File: config.mk
export PLATFORM = sky130hd
export DESIGN_NAME = imem_boot_loader_flat
export DESIGN_NICKNAME = d
export VERILOG_FILES = /design/src/rtl/imem_boot_loader_pkg.sv /design/src/rtl/imem_boot_loader_if.sv /design/src/rtl/imem_boot_loader_assembler.sv /design/src/rtl/imem_boot_loader.sv /design/src/flat_wrapper.sv
export SDC_FILE = /design/constraint.sdc
export NUM_CORES = 1
export LEC_CHECK = 0
export BUFFER_PORTS_ARGS = -buffer_cell sky130_fd_sc_hd__buf_2
export CAP_MARGIN = 15
export CORE_ASPECT_RATIO = 1.5
export CORE_UTILIZATION = 52
export CTS_BUF_LIST = sky130_fd_sc_hd__clkbuf_4 sky130_fd_sc_hd__clkbuf_8 sky130_fd_sc_hd__clkbuf_16
export CTS_CLUSTER_SIZE = 8
export DETAILED_ROUTE_END_ITERATION = 8
export PLACE_DENSITY = 0.77
export REMOVE_ABC_BUFFERS = 1
export SYNTH_ARGS = -nofsm -noshare
export SYNTH_HDL_FRONTEND = slang
export SYNTH_SLANG_ARGS = --single-unit
File: constraint.sdc
create_clock -name clk -period 3.1 [get_ports clk]
set_input_delay 0.155 -clock clk [delete_from_list [all_inputs] [get_ports clk]]
set_output_delay 0.155 -clock clk [all_outputs]
set_load 0.01 [all_outputs]
File: src/rtl/imem_boot_loader_pkg.sv
// Shared types and widths for the boot-time instruction-memory loader.
package boot_pkg;

  typedef enum logic [2:0] {
    S_HDR_LO,
    S_HDR_HI,
    S_DATA,
    S_CSUM,
    S_DONE,
    S_ERR
  } state_t;

  localparam int HDR_W  = 16;
  localparam int CSUM_W = 8;

endpackage

File: src/rtl/imem_boot_loader_if.sv
// Byte-stream input, imem write port and load status of the boot loader.
interface imem_boot_loader_if
  import boot_pkg::*;
#(
  parameter int ADDR_W = 10
);

  logic              rx_valid;
  logic [7:0]        rx_data;
  logic              rx_ready;
  logic              imem_we;
  logic [ADDR_W-1:0] imem_addr;
  logic [31:0]       imem_wdata;
  logic              core_reset;
  logic              load_done;
  logic              load_error;
  logic [HDR_W-1:0]  word_count;

  modport master (
    output rx_valid,
    output rx_data,
    input  rx_ready,
    input  imem_we,
    input  imem_addr,
    input  imem_wdata,
    input  core_reset,
    input  load_done,
    input  load_error,
    input  word_count
  );

  modport slave (
    input  rx_valid,
    input  rx_data,
    output rx_ready,
    output imem_we,
    output imem_addr,
    output imem_wdata,
    output core_reset,
    output load_done,
    output load_error,
    output word_count
  );

endinterface

File: src/rtl/imem_boot_loader_assembler.sv
// Packs stream bytes little-endian into 32-bit words and keeps a running XOR.
module byte_word_assembler
  import boot_pkg::*;
(
  input  logic              clk,
  input  logic              reset,
  input  logic              i_en,
  input  logic [7:0]        i_byte,
  output logic              o_word_valid,
  output logic [31:0]       o_word,
  output logic [CSUM_W-1:0] o_csum
);

  logic [1:0]        r_idx;
  logic [23:0]       r_shift;
  logic [CSUM_W-1:0] r_acc;

  always_ff @(posedge clk or posedge reset) begin
    if (reset) begin
      r_idx   <= '0;
      r_shift <= '0;
      r_acc   <= '0;
    end else if (i_en) begin
      r_idx   <= r_idx + 2'd1;
      r_shift <= {i_byte, r_shift[23:8]};
      r_acc   <= r_acc ^ i_byte;
    end
  end

  // The 4th byte completes the word this cycle; the caller registers it.
  assign o_word_valid = i_en && (r_idx == 2'd3);
  assign o_word       = {i_byte, r_shift};
  assign o_csum       = r_acc;

endmodule

File: src/rtl/imem_boot_loader.sv
// Loads a length-prefixed, XOR-checked image into imem, then releases the core.
module imem_boot_loader
  import boot_pkg::*;
#(
  parameter int IMEM_DEPTH = 1024,
  parameter int ADDR_W     = 10,
  parameter int BASE_WORD  = 2
) (
  input logic               clk,
  input logic               reset,
  imem_boot_loader_if.slave bus
);

  localparam logic [HDR_W-1:0] MAX_N =
    HDR_W'(IMEM_DEPTH - BASE_WORD);

  state_t             r_state;
  state_t             w_next;
  logic [7:0]         r_cnt_lo;
  logic [HDR_W-1:0]   r_n;
  logic [HDR_W-1:0]   r_wc;
  logic               r_we;
  logic [ADDR_W-1:0]  r_addr;
  logic [31:0]        r_wdata;
  logic               r_core_reset;
  logic               r_done;
  logic               r_err;

  logic               w_xfer;
  logic               w_asm_en;
  logic               w_word_valid;
  logic [31:0]        w_word;
  logic [CSUM_W-1:0]  w_csum;
  logic [HDR_W-1:0]   w_hdr;
  logic               w_last;

  assign bus.rx_ready = (r_state != S_DONE) && (r_state != S_ERR);
  assign w_xfer       = bus.rx_valid && bus.rx_ready;
  assign w_asm_en     = w_xfer && (r_state == S_DATA);
  assign w_hdr        = {bus.rx_data, r_cnt_lo};
  assign w_last       = w_word_valid && ((r_wc + 16'd1) == r_n);

  byte_word_assembler u_asm (
    .clk          (clk),
    .reset        (reset),
    .i_en         (w_asm_en),
    .i_byte       (bus.rx_data),
    .o_word_valid (w_word_valid),
    .o_word       (w_word),
    .o_csum       (w_csum)
  );

  always_ff @(posedge clk or posedge reset) begin
    if (reset) r_state <= S_HDR_LO;
    else       r_state <= w_next;
  end

  always_comb begin
    w_next = r_state;
    unique case (r_state)
      S_HDR_LO: if (w_xfer) w_next = S_HDR_HI;
      S_HDR_HI: begin
        if (w_xfer) begin
          if (w_hdr > MAX_N)      w_next = S_ERR;
          else if (w_hdr == '0)   w_next = S_CSUM;
          else                    w_next = S_DATA;
        end
      end
      S_DATA:   if (w_last) w_next = S_CSUM;
      S_CSUM: begin
        if (w_xfer)
          w_next = (bus.rx_data == w_csum) ? S_DONE : S_ERR;
      end
      S_DONE:   w_next = S_DONE;
      S_ERR:    w_next = S_ERR;
      default:  w_next = S_ERR;
    endcase
  end

  always_ff @(posedge clk or posedge reset) begin
    if (reset) begin
      r_cnt_lo     <= '0;
      r_n          <= '0;
      r_wc         <= '0;
      r_we         <= 1'b0;
      r_addr       <= '0;
      r_wdata      <= '0;
      r_core_reset <= 1'b1;
      r_done       <= 1'b0;
      r_err        <= 1'b0;
    end else begin
      r_we <= w_word_valid;
      if (w_xfer && (r_state == S_HDR_LO)) r_cnt_lo <= bus.rx_data;
      if (w_xfer && (r_state == S_HDR_HI)) r_n <= w_hdr;
      if (w_word_valid) begin
        r_addr  <= ADDR_W'(BASE_WORD) + r_wc[ADDR_W-1:0];
        r_wdata <= w_word;
        r_wc    <= r_wc + 16'd1;
      end
      // Terminal states hold, so these flags stay sticky until reset.
      r_done       <= (w_next == S_DONE);
      r_err        <= (w_next == S_ERR);
      r_core_reset <= (w_next != S_DONE);
    end
  end

  assign bus.imem_we    = r_we;
  assign bus.imem_addr  = r_addr;
  assign bus.imem_wdata = r_wdata;
  assign bus.core_reset = r_core_reset;
  assign bus.load_done  = r_done;
  assign bus.load_error = r_err;
  assign bus.word_count = r_wc;

endmodule

File: src/flat_wrapper.sv
// flat-port wrapper written by rule: the top's interface ports become plain ports
module imem_boot_loader_flat import boot_pkg::*;
#(
  parameter int IMEM_DEPTH = 1024,
  parameter int ADDR_W     = 10,
  parameter int BASE_WORD  = 2
)
  (clk, reset, bus_rx_valid, bus_rx_data, bus_rx_ready, bus_imem_we, bus_imem_addr, bus_imem_wdata, bus_core_reset, bus_load_done, bus_load_error, bus_word_count);
  imem_boot_loader_if #(.ADDR_W(ADDR_W)) bus_i ();
  input logic clk;
  input logic reset;
  input wire logic [$bits(bus_i.rx_valid)-1:0] bus_rx_valid;
  input wire logic [$bits(bus_i.rx_data)-1:0] bus_rx_data;
  output wire logic [$bits(bus_i.rx_ready)-1:0] bus_rx_ready;
  output wire logic [$bits(bus_i.imem_we)-1:0] bus_imem_we;
  output wire logic [$bits(bus_i.imem_addr)-1:0] bus_imem_addr;
  output wire logic [$bits(bus_i.imem_wdata)-1:0] bus_imem_wdata;
  output wire logic [$bits(bus_i.core_reset)-1:0] bus_core_reset;
  output wire logic [$bits(bus_i.load_done)-1:0] bus_load_done;
  output wire logic [$bits(bus_i.load_error)-1:0] bus_load_error;
  output wire logic [$bits(bus_i.word_count)-1:0] bus_word_count;
  assign bus_i.rx_valid = bus_rx_valid;
  assign bus_i.rx_data = bus_rx_data;
  assign bus_rx_ready = bus_i.rx_ready;
  assign bus_imem_we = bus_i.imem_we;
  assign bus_imem_addr = bus_i.imem_addr;
  assign bus_imem_wdata = bus_i.imem_wdata;
  assign bus_core_reset = bus_i.core_reset;
  assign bus_load_done = bus_i.load_done;
  assign bus_load_error = bus_i.load_error;
  assign bus_word_count = bus_i.word_count;
  imem_boot_loader #(.IMEM_DEPTH(IMEM_DEPTH), .ADDR_W(ADDR_W), .BASE_WORD(BASE_WORD)) u_core (.clk(clk), .reset(reset), .bus(bus_i));
endmodule
==> results.ini <==
[cells_and_area]
design_area_um2 = 6530
layout.nets = 606
layout_commonest_cell = nand2_1
syn_to_final_growth_pct = 20.4
mostFrequentLayoutCells = nand2_1 (181), dfrtp_1 (122), buf_2 (73)
diodes = 0
postLayoutCoreUtil_pct = 64.4
fillers = 783
final_cells = 722
final_layout_size_suffix_gt1_share_pct = 25.1

[synthesis]
synth_edf_count = 0
ys_warn_count = 0
synth.cell_area_um2 = 5420
synthXorXnorAreaFrac_pct = 10.0
synthAdderAreaFrac_pct = 0.693
yosys.area_share.simple_pct = 19.4
synth_top_family_by_area = simple AND/OR/NAND/NOR gates
netlist_instances = 522
synthMuxAreaShare_pct = 7.25
async_reset_ff_share_pct = 100
synth_compound_area_share_pct = 3.05
synth.avg_cell_area_um2 = 10.4
yosys.cell_types.count = 44
ys_seq_area_share_pct = 56.8
ys_ff_latch = 123
synthFlopType = dfrtp_1

[sta]
finalCritPeriodShare_pct = 75.9
fmax_mhz = 425
worstMarginPinSlew_ns = 0.735
slew_viol_final = 0
rsz0062_at_grt = false
finClkSkew_ns = 0.0111
slew_headroom_pct = 51.0
finalSetupViolCount = 0
finalHoldViolations = 0
period_needed_ns = 2.35
worst_slack_ns = 0.748

[worst_setup_path]
rr_endpoint = u_core.r_state[0]
worst_setup_path_end_kind = flop
cp-start-kind = flop
cp.required_ns = 3.40
reg2reg_from = u_core.bus.word_count[2]
crit_path_end = u_core.r_state[0]
ff2ff_path_depth = 7
arrival_ns = 2.65
worstSetupPathType = flop to flop
cp_max_fo = 10
reg2reg_setup_slack_ns = 0.75
critPathLaunch = u_core.bus.word_count[2]

[place]
dpl_cell_area_um2 = 5850
gp_congestion = 0.878
dp_slack_ns = 0.834
post-dp-hpwl_um = 7610
io_buffers = 73
dp_cells = 689

[drt]
wl_per_cell_um = 15.9
wl_um = 11500
vias = 3912
wl_met1_um = 4720
vias_per_cell = 5.42
drc_errors = 0
wl_met3_um = 464
drtPass1Iterations = 4
initialDrtViolationCount = 184
route.antenna.remaining_nets = 0
dr_wl_met2_um = 6020
route.top_layer_used = met4

[clock_network]
htreeDepth = 4
clk_latency_ns = 0.42
clkTransAtPathRegs_ns = 0.06
cts_tree = yes
cts_sinks = 123
root_buffer = clkbuf_16
cts_resized = 0
cts_made_buffers = 17
clockBufferDepth = 2

[global_route]
antenna_found_initial = 0
grt_pass1_wl_um = 19400
grt_max_degree = 65
first_global_vias = 4052
grt_util_all_layers_pct = 23.4
grt.overflow.total = 0

[power]
ir_drop_uv = 499
p_leak_nw = 3.43
p_per_area_nw_per_um2 = 636
p_total_mw = 4.15

[floorplanning]
ioPinCount = 74
rows = 45
initial_core_util_pct = 53.5
fp.dieH_um = 127
die_area_um2 = 10800
die_w_um = 85.4
core_area_um2 = 10100

[min_path]
hp-class = input pin to flop

[run_status]
status = completed

[job]
maxCapViolCount = 0

[cell usage after synthesis, types with 2 or more instances]
cell type	instances	area, um2
nand4_1	9	56.3
clkbuf_1	10	37.5
and3_1	2	12.5
nor4_2	2	25.0
dfrtp_1	122	3050
and2_1	4	25.0
buf_2	13	65.1
buf_6	2	22.5
nand2_1	181	679
xor2_1	21	184
nor2_1	14	52.6
clkbuf_2	2	10.0
xnor2_1	41	359
nand2b_1	2	12.5
o31ai_1	2	15.0
nor4_1	4	25.0
mux2_2	34	383
a31oi_1	2	12.5
a21oi_1	2	10.0
o21ai_0	10	50.1
nand3b_1	2	15.0
inv_1	2	7.51
nand3_1	9	45.0
ha_1	3	37.5
nor3_1	8	40.0
[final cells by class]
| class | instances | area, um2 | share of cell area (%) |
|---|---|---|---|
| Clock inverter | 14 | 238 | 3.64 |
| Multi-Input combinational cell | 368 | 2190 | 33.6 |
| Clock buffer | 18 | 433 | 6.63 |
| Sequential cell | 123 | 3080 | 47.2 |
| Timing Repair Buffer | 79 | 425 | 6.52 |
| Inverter | 3 | 13.8 | 0.211 |
| Tap cell | 117 | 146 | 2.24 |
[through the flow]
stage               TNS, ns  hold slack, ns
floorplan            -39.56           0.296
global placement          0           0.316
detailed placement        0           0.335
CTS                       0          0.0841
global route              0           0.100
finish                    0          0.0956
[what timing repair did]
| action | in CTS | in global routing |
|---|---|---|
| hold buffers | 1 | 0 |
| setup buffers | 0 | 0 |
| hold endpoints to repair | 59 | 0 |
[routing by layer]
layer  track usage (%)  up-vias
met5                 0        -
li1                  -     1851
met2              39.5      116
met1              28.3     1913
met3              5.94       32
met4              10.4        0
[flip-flops by register name, summed over array words and instances (netlist names), 3 cells and up]
signal                 flops
u_core.r_state             3
u_core.bus.word_count     16
u_core.bus.imem_wdata     32
u_core.r_cnt_lo            8
u_core.r_n                16
u_core.bus.imem_addr      10
u_core.u_asm.o_csum        8
u_core.u_asm.r_shift      24
[how the worst min path moves through the flow]
stage	start	to	cells after the start
6_report	bus_rx_data[0]	u_core.u_asm.r_shift[16]	3
5_1_grt	bus_rx_data[7]	u_core.r_cnt_lo[7]	2
4_1_cts	bus_rx_data[0]	u_core.u_asm.r_shift[16]	3
3_5_place_dp	reset	u_core.bus.word_count[4]	2
3_3_place_gp	reset	u_core.bus.word_count[4]	2
2_1_floorplan	bus_rx_data[0]	u_core.u_asm.r_shift[16]	2
[report_power, final]
| group | internal, mW | total [mW] | switching (mW) | leakage [nW] |
|---|---|---|---|---|
| registers | 1.66 | 1.71 | 0.0476 | 1.67 |
| clock network | 1.52 | 2.25 | 0.725 | 0.329 |
| logic | 0.0950 | 0.199 | 0.104 | 1.43 |
[critical path, cell delays in order, from the launching register on]
cell and delay [ns]:
dfrtp_1 0.50, ha_1 0.34, nand4_1 0.29, xnor2_1 0.26
nand2_1 0.08, nor4_2 0.29, nand3_1 0.14, o41ai_2 0.34
[logic make-up after synthesis]
logic type,Yosys count
and+or+nand+nor,244
DFF,123
xor gates and xnor gates,62
muxes,35
buffers and inverters,31
AOI/OAI and AO/OA,24
adders and majority gates,3
No activity file was read; power rests on OpenSTA's default activity.
